$ cat config.mk
export PLATFORM = sky130hd
export DESIGN_NAME = ccd_line_sequencer
export DESIGN_NICKNAME = d
export VERILOG_FILES = /design/src/rtl/ccd_pkg.sv /design/src/rtl/ccd_line_sequencer_adc_serial_rx.sv /design/src/rtl/ccd_line_sequencer.sv
export SDC_FILE = /design/constraint.sdc
export NUM_CORES = 1
export LEC_CHECK = 0
export BUFFER_PORTS_ARGS = -buffer_cell sky130_fd_sc_hd__buf_2
export CAP_MARGIN = 20
export CORE_AREA = 2 2 100 102
export DETAILED_ROUTE_END_ITERATION = 12
export DIE_AREA = 0 0 102 104
export PLACE_DENSITY = 0.75
export SETUP_SLACK_MARGIN = 0.02
export SKIP_LAST_GASP = 1
export SYNTH_ARGS = -nofsm -noshare
export SYNTH_HDL_FRONTEND = slang
export SYNTH_SLANG_ARGS = --single-unit
$ cat constraint.sdc
create_clock -name clk_80M -period 3.72 [get_ports clk_80M]
set_input_delay 0.372 -clock clk_80M [delete_from_list [all_inputs] [get_ports clk_80M]]
set_output_delay 0.372 -clock clk_80M [all_outputs]
set_load 0.01 [all_outputs]
$ cat src/rtl/ccd_pkg.sv
// Shared types and default timing constants for the linear-CCD line sequencer.
// Holds the line state enum, default phase positions and the pixel word type.
package ccd_pkg;

    typedef enum logic [2:0] {
        ST_IDLE,
        ST_CLOCKING,
        ST_INT_WAIT,
        ST_SH_PRE,
        ST_SH_HIGH,
        ST_SH_POST
    } state_t;

    localparam int PIX_TOTAL_DEF  = 2100;
    localparam int ACT_FIRST_DEF  = 1;
    localparam int ACT_LAST_DEF   = 2087;
    localparam int CAL_FIRST_DEF  = 32;
    localparam int CAL_LAST_DEF   = 2079;
    localparam int PIX_PERIOD_DEF = 40;
    localparam int P1_HI_DEF      = 4;
    localparam int P1_LO_DEF      = 24;
    localparam int RS_HI_DEF      = 1;
    localparam int RS_LO_DEF      = 5;
    localparam int CP_HI_DEF      = 8;
    localparam int CP_LO_DEF      = 14;
    localparam int CS_POS_DEF     = 29;
    localparam int ADC_BITS_DEF   = 16;
    localparam int SH_PRE_DEF     = 40;
    localparam int SH_WIDTH_DEF   = 4;
    localparam int SH_POST_DEF    = 40;

    typedef logic [ADC_BITS_DEF-1:0] pix_word_t;

endpackage

$ cat src/rtl/ccd_line_sequencer_adc_serial_rx.sv
// Serial ADC frame engine: on launch drives cs/sclk, shifts adc_sdo in MSB
// first and emits one word with the tags captured at launch.
// Ports: clk_80M, rst, launch, abort, tag_valid/sol/eol in; adc_cs, adc_sclk
// out; adc_sdo in; word_valid, word, word_sol, word_eol out.
module adc_serial_rx
    import ccd_pkg::*;
#(
    parameter int ADC_BITS = ADC_BITS_DEF
) (
    input  logic                clk_80M,
    input  logic                rst,
    input  logic                launch,
    input  logic                abort,
    input  logic                tag_valid,
    input  logic                tag_sol,
    input  logic                tag_eol,
    output logic                adc_cs,
    output logic                adc_sclk,
    input  logic                adc_sdo,
    output logic                word_valid,
    output logic [ADC_BITS-1:0] word,
    output logic                word_sol,
    output logic                word_eol
);

    localparam int KW = $clog2(2 * ADC_BITS + 2);
    localparam logic [KW-1:0] K_END = KW'(2 * ADC_BITS + 1);

    logic                active;
    logic [KW-1:0]       k;
    logic [KW-1:0]       kn;
    logic [ADC_BITS-1:0] shreg;
    logic                t_v;
    logic                t_s;
    logic                t_e;

    // k is the frame cycle currently on the pins; kn is the one being set up
    assign kn = k + 1'b1;

    always_ff @(posedge clk_80M) begin
        if (rst || abort) begin
            active     <= 1'b0;
            k          <= '0;
            adc_cs     <= 1'b1;
            adc_sclk   <= 1'b0;
            shreg      <= '0;
            t_v        <= 1'b0;
            t_s        <= 1'b0;
            t_e        <= 1'b0;
            word_valid <= 1'b0;
            word_sol   <= 1'b0;
            word_eol   <= 1'b0;
            word       <= '0;
        end else begin
            word_valid <= 1'b0;
            word_sol   <= 1'b0;
            word_eol   <= 1'b0;
            if (active) begin
                k <= kn;
                if (kn == K_END) begin
                    active     <= 1'b0;
                    adc_cs     <= 1'b1;
                    adc_sclk   <= 1'b0;
                    word_valid <= t_v;
                    word_sol   <= t_v & t_s;
                    word_eol   <= t_v & t_e;
                    if (t_v) begin
                        word <= shreg;
                    end
                end else if (kn[0]) begin
                    adc_sclk <= 1'b1;
                end else begin
                    // falling sclk: take the bit presented during the high phase
                    adc_sclk <= 1'b0;
                    shreg    <= {shreg[ADC_BITS-2:0], adc_sdo};
                end
            end else if (launch) begin
                active   <= 1'b1;
                k        <= '0;
                adc_cs   <= 1'b0;
                adc_sclk <= 1'b0;
                t_v      <= tag_valid;
                t_s      <= tag_sol;
                t_e      <= tag_eol;
            end
        end
    end

endmodule

$ cat src/rtl/ccd_line_sequencer.sv
// Linear-CCD line sequencer: pixel clocks, RS/CP/SH pulses, ADC framing and
// a single-clock pixel stream with sol/eol flags.
// Ports: clk_80M, rst, en, continuous, start, cal_mode, int_extra in;
// ccd_p1/p2/rs/cp/sh, adc_cs, adc_sclk out; adc_sdo in; pix_valid,
// pix_data, pix_sol, pix_eol, line_cnt, busy out.
module ccd_line_sequencer
    import ccd_pkg::*;
#(
    parameter int PIX_TOTAL  = PIX_TOTAL_DEF,
    parameter int ACT_FIRST  = ACT_FIRST_DEF,
    parameter int ACT_LAST   = ACT_LAST_DEF,
    parameter int CAL_FIRST  = CAL_FIRST_DEF,
    parameter int CAL_LAST   = CAL_LAST_DEF,
    parameter int PIX_PERIOD = PIX_PERIOD_DEF,
    parameter int P1_HI      = P1_HI_DEF,
    parameter int P1_LO      = P1_LO_DEF,
    parameter int RS_HI      = RS_HI_DEF,
    parameter int RS_LO      = RS_LO_DEF,
    parameter int CP_HI      = CP_HI_DEF,
    parameter int CP_LO      = CP_LO_DEF,
    parameter int CS_POS     = CS_POS_DEF,
    parameter int ADC_BITS   = ADC_BITS_DEF,
    parameter int SH_PRE     = SH_PRE_DEF,
    parameter int SH_WIDTH   = SH_WIDTH_DEF,
    parameter int SH_POST    = SH_POST_DEF
) (
    input  logic                clk_80M,
    input  logic                rst,
    input  logic                en,
    input  logic                continuous,
    input  logic                start,
    input  logic                cal_mode,
    input  logic [15:0]         int_extra,
    output logic                ccd_p1,
    output logic                ccd_p2,
    output logic                ccd_rs,
    output logic                ccd_cp,
    output logic                ccd_sh,
    output logic                adc_cs,
    output logic                adc_sclk,
    input  logic                adc_sdo,
    output logic                pix_valid,
    output logic [ADC_BITS-1:0] pix_data,
    output logic                pix_sol,
    output logic                pix_eol,
    output logic [15:0]         line_cnt,
    output logic                busy
);

    localparam int PW = $clog2(PIX_PERIOD);
    localparam int XW = $clog2(PIX_TOTAL);

    localparam logic [PW-1:0] PH_LAST = PW'(PIX_PERIOD - 1);
    localparam logic [PW-1:0] PH_P1HI = PW'(P1_HI);
    localparam logic [PW-1:0] PH_P1LO = PW'(P1_LO);
    localparam logic [PW-1:0] PH_RSHI = PW'(RS_HI);
    localparam logic [PW-1:0] PH_RSLO = PW'(RS_LO);
    localparam logic [PW-1:0] PH_CPHI = PW'(CP_HI);
    localparam logic [PW-1:0] PH_CPLO = PW'(CP_LO);
    localparam logic [PW-1:0] PH_CS   = PW'(CS_POS);

    localparam logic [XW-1:0] PX_LAST = XW'(PIX_TOTAL - 1);
    localparam logic [XW-1:0] ACT_LO  = XW'(ACT_FIRST);
    localparam logic [XW-1:0] ACT_HI  = XW'(ACT_LAST);
    localparam logic [XW-1:0] CAL_LO  = XW'(CAL_FIRST);
    localparam logic [XW-1:0] CAL_HI  = XW'(CAL_LAST);

    localparam logic [15:0] T_PRE  = 16'(SH_PRE - 1);
    localparam logic [15:0] T_HIGH = 16'(SH_WIDTH - 1);
    localparam logic [15:0] T_POST = 16'(SH_POST - 1);

    state_t        state;
    state_t        state_d;
    logic [15:0]   tmr;
    logic [15:0]   tmr_d;
    logic [PW-1:0] phase;
    logic [XW-1:0] pix;
    logic          last_cyc;
    logic          line_done;
    logic          run;
    logic [XW-1:0] rng_lo;
    logic [XW-1:0] rng_hi;
    logic          launch;

    assign last_cyc = (phase == PH_LAST) && (pix == PX_LAST);
    assign busy     = (state != ST_IDLE);
    assign ccd_p2   = ~ccd_p1;

    // Staying in CLOCKING is the only case where the CCD edge table applies
    assign run = (state == ST_CLOCKING) && (state_d == ST_CLOCKING);

    always_ff @(posedge clk_80M) begin
        if (rst) begin
            state <= ST_IDLE;
            tmr   <= '0;
        end else begin
            state <= state_d;
            tmr   <= tmr_d;
        end
    end

    always_comb begin
        state_d   = state;
        line_done = 1'b0;
        unique case (state)
            ST_IDLE: begin
                if (en && (continuous || start)) state_d = ST_CLOCKING;
            end
            ST_CLOCKING: begin
                if (last_cyc) begin
                    state_d = (int_extra != 16'd0) ? ST_INT_WAIT : ST_SH_PRE;
                end
            end
            ST_INT_WAIT: begin
                if (tmr == 16'd0) state_d = ST_SH_PRE;
            end
            ST_SH_PRE: begin
                if (tmr == 16'd0) state_d = ST_SH_HIGH;
            end
            ST_SH_HIGH: begin
                if (tmr == 16'd0) state_d = ST_SH_POST;
            end
            ST_SH_POST: begin
                if (tmr == 16'd0) begin
                    line_done = 1'b1;
                    state_d   = (en && continuous) ? ST_CLOCKING : ST_IDLE;
                end
            end
            default: state_d = ST_IDLE;
        endcase
        if (!en) begin
            state_d   = ST_IDLE;
            line_done = 1'b0;
        end
    end

    // Timed states load duration-1 on entry and leave when the count hits 0
    always_comb begin
        tmr_d = (tmr != 16'd0) ? tmr - 16'd1 : 16'd0;
        if (state_d != state) begin
            case (state_d)
                ST_INT_WAIT: tmr_d = int_extra - 16'd1;
                ST_SH_PRE:   tmr_d = T_PRE;
                ST_SH_HIGH:  tmr_d = T_HIGH;
                ST_SH_POST:  tmr_d = T_POST;
                default:     tmr_d = 16'd0;
            endcase
        end
    end

    always_ff @(posedge clk_80M) begin
        if (rst) begin
            phase    <= '0;
            pix      <= '0;
            ccd_p1   <= 1'b1;
            ccd_rs   <= 1'b0;
            ccd_cp   <= 1'b0;
            ccd_sh   <= 1'b0;
            line_cnt <= '0;
        end else begin
            if (line_done) line_cnt <= line_cnt + 16'd1;
            ccd_sh <= (state_d == ST_SH_HIGH);
            if (run) begin
                if (phase == PH_LAST) begin
                    phase <= '0;
                    pix   <= pix + 1'b1;
                end else begin
                    phase <= phase + 1'b1;
                end
                if (phase == PH_P1HI) ccd_p1 <= 1'b1;
                else if (phase == PH_P1LO) ccd_p1 <= 1'b0;
                if (phase == PH_RSHI) ccd_rs <= 1'b1;
                else if (phase == PH_RSLO) ccd_rs <= 1'b0;
                if (phase == PH_CPHI) ccd_cp <= 1'b1;
                else if (phase == PH_CPLO) ccd_cp <= 1'b0;
            end else begin
                phase  <= '0;
                pix    <= '0;
                ccd_p1 <= 1'b1;
                ccd_rs <= 1'b0;
                ccd_cp <= 1'b0;
            end
        end
    end

    // Range is picked per frame, so a cal_mode change hits the next launch
    assign rng_lo = cal_mode ? CAL_LO : ACT_LO;
    assign rng_hi = cal_mode ? CAL_HI : ACT_HI;
    assign launch = (state == ST_CLOCKING) && (phase == PH_CS);

    adc_serial_rx #(
        .ADC_BITS(ADC_BITS)
    ) u_adc (
        .clk_80M   (clk_80M),
        .rst       (rst),
        .launch    (launch),
        .abort     (!en),
        .tag_valid ((pix >= rng_lo) && (pix <= rng_hi)),
        .tag_sol   (pix == rng_lo),
        .tag_eol   (pix == rng_hi),
        .adc_cs    (adc_cs),
        .adc_sclk  (adc_sclk),
        .adc_sdo   (adc_sdo),
        .word_valid(pix_valid),
        .word      (pix_data),
        .word_sol  (pix_sol),
        .word_eol  (pix_eol)
    );

endmodule

# Word-level counts from Yosys, hierarchy flattened
# Cells that the tools add are included.
[totals] register_bits=104 wordCells=119
[classes] n_addsub=6 n_lt_le_gt_ge=2 eq_ne=24 muxes=33 n_bitwise=7 n_reduce_logical=26
[ops] cell="$pmux W16 S3" n=1
[ops] cell="$mux W16" n=2
[ops] cell="$reduce_bool A16 Y1" n=2
[ops] cell="$sub A16 B1 Y16 const B" n=2
[ops] cell="$mux W6" n=4
[ops] cell="$mux W3" n=7
[ops] cell="$mux W1" n=18
[ops] cell="$pmux W3 S6" n=1
[ops] cell="$add A16 B1 Y16 const B" n=1
[ops] cell="$logic_not A16 Y1" n=1
[ops] cell="$add A12 B1 Y12 const B" n=1
[ops] cell="$add A6 B1 Y6 const B" n=2
[ops] cell="$eq A12 B12 Y1" n=1
[ops] cell="$eq A12 B12 Y1 const B" n=1
[ops] cell="$eq A12 B6 Y1" n=1
[ops] cell="$eq A3 B2 Y1 const B" n=4
[ops] cell="$eq A3 B3 Y1 const B" n=4
[ops] cell="$eq A6 B3 Y1 const B" n=2
[ops] cell="$eq A6 B4 Y1 const B" n=2
[ops] cell="$eq A6 B5 Y1 const B" n=2
[ops] cell="$eq A6 B6 Y1 const B" n=2
[ops] cell="$ge A12 B6 Y1" n=1
[ops] cell="$le A12 B12 Y1" n=1
[ops] cell="$reduce_or A3 Y1" n=3
[ops] cell="15 further kinds" n=32

# Depth between registers and ports, before layout
[logic_depth] depth_word=9 depth_mapped=13

# Cells and area by module
# From an unflattened synthesis, not the netlist that was laid out.
[unflattened] cells_unflattened=590 hier_area_um2=5252.5
[by_module_without_submodules] mod="ccd_line_sequencer" instances=1 cells_each=409 area_per_inst_um2=3427.0
[by_module_without_submodules] mod="adc_serial_rx" instances=1 cells_each=181 area_per_inst_um2=1825.5

# Least setup slack after synthesis
# No wires, ideal clock.
[synth_timing] kind="in2reg" startpoint="input int_extra[0]" endpoint="register tmr[11]" arrival_ns=2.613 required_ns=3.649 slack_ns=1.037 cell_stages=11 cell_sequence="inv_1 -> ha_1 -> nor3b_2 -> nand4_2 -> o311a_1 -> o32a_2 -> a21oi_4 -> mux2_4 -> buf_6 -> or3_1 -> a21oi_1"
[synth_between] elab_chain_cells=9 word_cells_on_any_way=14 classes_between="add/sub: 1; eq/ne: 5; mux: 6; reduce/logical: 2"
[synth_rtl] item="start, declared" line="ccd_line_sequencer.sv:33" rtl="input logic [15:0] int_extra,"
[synth_rtl] item="$reduce_bool A16 Y1" line="ccd_line_sequencer.sv:111" rtl="state_d = (int_extra != 16'd0) ? ST_INT_WAIT : ST_SH_PRE;"
[synth_rtl] item="$mux W1" line="ccd_line_sequencer.sv:111"
[synth_rtl] item="$mux W3" line="ccd_line_sequencer.sv:110" rtl="if (last_cyc) begin"
[synth_rtl] item="$pmux W3 S6" line="ccd_line_sequencer.sv:105" rtl="unique case (state)"
[synth_rtl] item="$mux W3" line="ccd_line_sequencer.sv:131" rtl="if (!en) begin"
[synth_rtl] item="$eq A3 B3 Y1 / $eq A3 B2 Y1 (equally long branches)" line="ccd_line_sequencer.sv:141" rtl="case (state_d)"
[synth_rtl] item="$reduce_or A2 Y1 (no line)"
[synth_rtl] item="$pmux W16 S3" line="ccd_line_sequencer.sv:141"
[synth_rtl] item="$mux W16 (*)" line="ccd_line_sequencer.sv:140" rtl="if (state_d != state) begin"
[synth_rtl] item="end signal, assigned" line="ccd_line_sequencer.sv:98" rtl="tmr <= tmr_d;"
[synth_rtl] item="end, declared" line="ccd_line_sequencer.sv:74" rtl="logic [15:0] tmr;"
# Every way passes the cells marked *; elsewhere a longest branch is shown, timed or not.
# A chain may end at the register's enable or synchronous reset.

# Worst setup path in the final report
[layout_timing] startpoint="register tmr[0]" endpoint="register tmr[1]"
[layout_between] elab_chain_cells=8 word_cells_on_any_way=18 classes_between="add/sub: 1; eq/ne: 5; mux: 9; reduce/logical: 3"
[layout_rtl] item="$logic_not A16 Y1"
[layout_rtl] item="$mux W3 (on tied branches)"
[layout_rtl] item="$pmux W3 S6" line="ccd_line_sequencer.sv:105"
[layout_rtl] item="$mux W3" line="ccd_line_sequencer.sv:131"
[layout_rtl] item="$eq A3 B3 Y1 / $eq A3 B2 Y1 (equally long branches)" line="ccd_line_sequencer.sv:141"
[layout_rtl] item="$reduce_or A2 Y1 (no line)"
[layout_rtl] item="$pmux W16 S3" line="ccd_line_sequencer.sv:141"
[layout_rtl] item="$mux W16 (*)" line="ccd_line_sequencer.sv:140"
# Marked as above.

==> flow_metrics.env <==
export IMPL_synth_nets=628
export IMPL_top_level_ports=66
export IMPL_drtPass1Iterations=4
export IMPL_top_layer="met4"
export IMPL_antenna_found_initial=0
export IMPL_overflow=0
export IMPL_critPathMaxFanout=26
export IMPL_drt_met1_wl_um=4730
export IMPL_drv_slew=0
export IMPL_ys_seq_area_share_pct=40.6
export IMPL_hpwlAfterDp_um=7600
export IMPL_ir_drop_mv=0.229
export IMPL_syn_to_final_growth_pct=12.5
export IMPL_place_port_buffers=65
export IMPL_clock_fmax_mhz=325
export IMPL_critPathLaunchType="flop"
export IMPL_yosys_warnings=0
export IMPL_critPathKind="reg -> reg"
export IMPL_critPathSlowestCell="mux2_4"
export IMPL_status="completed"
export IMPL_synth_most_common_cell="dfxtp_1"
export IMPL_crit_path_max_incr_delay_ns=0.44
export IMPL_rsz0062_at_grt="false"
export IMPL_initial_utilization_pct=53.7
export IMPL_core_area_sq_mm=0.00955
export IMPL_synth_distinct_cells=54
export IMPL_cp_arrival_ns=3.39
export IMPL_cts_max_level=3
export IMPL_grt_pass1_vias=3954
export IMPL_ys_top_cells_by_count="104 x dfxtp_1, 98 x nor2_1, 35 x mux2i_1"
export IMPL_crit_chain="inv_1, ha_1, nor4b_1, and4_1, nor2_1, o32a_2, a21oi_4, mux2_4, or3_1, o22ai_1"
export IMPL_crit_required_ns=4.03
export IMPL_relSlewSlack_pct=36.9
export IMPL_vias=4205
export IMPL_die_h_um=104
export IMPL_avgViaCountPerCell=5.36
export IMPL_wl_per_cell_um=13.4
export IMPL_crit_start="tmr[0]"
export IMPL_power_total_mw=2.63
export IMPL_cts_sinks=104
export IMPL_clk_insertion_delay_late_ns=0.38
export IMPL_synth_cells=589
export IMPL_synth_seq_cells=104
export IMPL_hp_start="adc_sdo"
export IMPL_drc_errors=0
export IMPL_numCtsBuffers=9
export IMPL_wl_met2_um=5140
export IMPL_grt_max_degree=49
export IMPL_fin_setup_tns_ns=0
export IMPL_ys_top_cells_by_area="dfxtp_1 41%, nor2_1 7.2%, mux2i_1 6.8%"
export IMPL_worstMarginPinSlew_ns=0.944
export IMPL_synth_edff_count=0
export IMPL_route_met3_wl_um=439
export IMPL_post_cts_buffers=0
export IMPL_row_count=36
export IMPL_fin_crit_ns=3.08
export IMPL_r2r_start="tmr[0]"
export IMPL_power_density_mw_per_mm2=456
export IMPL_setup_viol=0
export IMPL_track_usage_pct=20.6
export IMPL_hold_viol_final=0
export IMPL_cts_root_buf="clkbuf_8"
export IMPL_clock_skew_ns=0.0106
export IMPL_cts_resized_gates=0
export IMPL_postCtsHoldBufs=0
export IMPL_place_congestion=0.856
export IMPL_clkTransAtPathRegs_ns=0.11
export IMPL_diodes=0
export IMPL_cts_tree="built"
export IMPL_syn_mean_instance_area_sq_um=8.71
export IMPL_timing_final_crit_share_pct=82.8
export IMPL_layout_nets=685
export IMPL_synth_top_area_cell="dfxtp_1"
export IMPL_synth_ff_type="dfxtp_1"
export IMPL_grt_pass1_wl_um=17800
export IMPL_netlist_area_sq_mm=0.00513
export IMPL_ant_nets=0
export IMPL_cts_buffer_depth=2
export IMPL_worstHoldPathType="in -> reg"
export IMPL_end_kind="flop"
export IMPL_drt_iter0_drc=213
export IMPL_synthArstFlopShare_pct=0
export IMPL_netlist_area_leader_share_pct=40.6
export IMPL_dieArea_sq_mm=0.0106
export IMPL_drive_above_1_share_pct=16.3
export IMPL_maxCapViolCount=0
export IMPL_die_x_um=102
export IMPL_wl_um=10500
export IMPL_leakagePower_nw=2.43
[cells by family after synthesis]
kind of cell	after synthesis	share of synthesized area, %
buf+inv	42	3.80
fa+ha+maj	16	3.90
mux	36	7.12
flops	104	40.6
xor+xnor	51	8.71
compound gates	74	8.95
simple gates	266	26.9
[flip-flops by register name (all words and copies together) (netlist names), 3 cells and up]
register / count
line_cnt: 16
phase: 6
pix: 12
state: 3
tmr: 16
u_adc.k: 6
u_adc.shreg: 16
u_adc.word: 16
[cell usage in the layout, fill, tap and decap left out, drive strengths merged, types with 4 or more instances in the layout]
master,n
nand3,35
clkbuf,9
a21oi,35
nand4,9
o22ai,4
nor2b,5
nor3,12
nor4b,4
nor4,9
nand3b,6
buf,70
nand2b,4
nor2,98
inv,20
and3,6
ha,16
and4,4
or2,4
xnor2,25
mux2i,35
xor2,26
o21ai,15
dfxtp,104
and2,6
or3,23
nand2,34
[per-layer routing]
layer	up-vias	global-route usage, %
li1	2156	-
met1	1961	26.0
met2	75	34.4
met3	13	4.03
met4	0	7.52
met5	-	0
[final cells by class]
class	count	area [sq um]
fillers	870	3780
flip-flops and latches	104	2080
clock buffers	9	124
repair buffers	70	363
clock inverters	7	114
inverters	18	67.6
multi-input cells	443	2850
well taps	133	166
[stage by stage]
step | hold WS [ns] | setup WS [ns] | utilization [%] | std cells | area [sq um]
2_1_floorplan | 0.430 | 1.04 | - | 589 | 5130
3_3_place_gp | 0.455 | 0.751 | 57.9 | 768 | 5530
3_5_place_dp | 0.458 | 0.677 | 57.9 | 768 | 5530
4_1_cts | 0.214 | 0.636 | 60.4 | 784 | 5770
5_1_grt | 0.231 | 0.453 | 60.4 | 784 | 5770
6_report | 0.224 | 0.640 | 60.4 | 784 | 5770
[report_power, final]
part | leakage, nW | switching [mW] | total (mW) | internal [mW]
Combinational | 1.47 | 0.303 | 0.579 | 0.276
Sequential | 0.840 | 0.0619 | 1.24 | 1.18
Clock | 0.119 | 0.418 | 0.812 | 0.394
Total | 2.43 | 0.783 | 2.63 | 1.85
[worst max-delay path: cells and delay by family, from the launching register on]
kind / cells / cell delay [ns]
multiplexers: 1 / 0.44
AND/OR/NAND/NOR: 4 / 1.13
AO/OA/AOI/OAI: 3 / 0.84
buffers and inverters: 1 / 0.10
adder cells (fa/ha/maj): 1 / 0.15
flip-flops: 1 / 0.35
[final timing paths]
check,slack [ns],cells past startpoint,endpoint
worst min register to register,0.48,2,u_adc.k[5]
worst min-delay path,0.22,3,u_adc.shreg[0]
worst max-delay path,0.64,10,tmr[1]
worst max register to register,0.64,10,tmr[1]
Note: power is estimated with default switching activity, not from simulation.
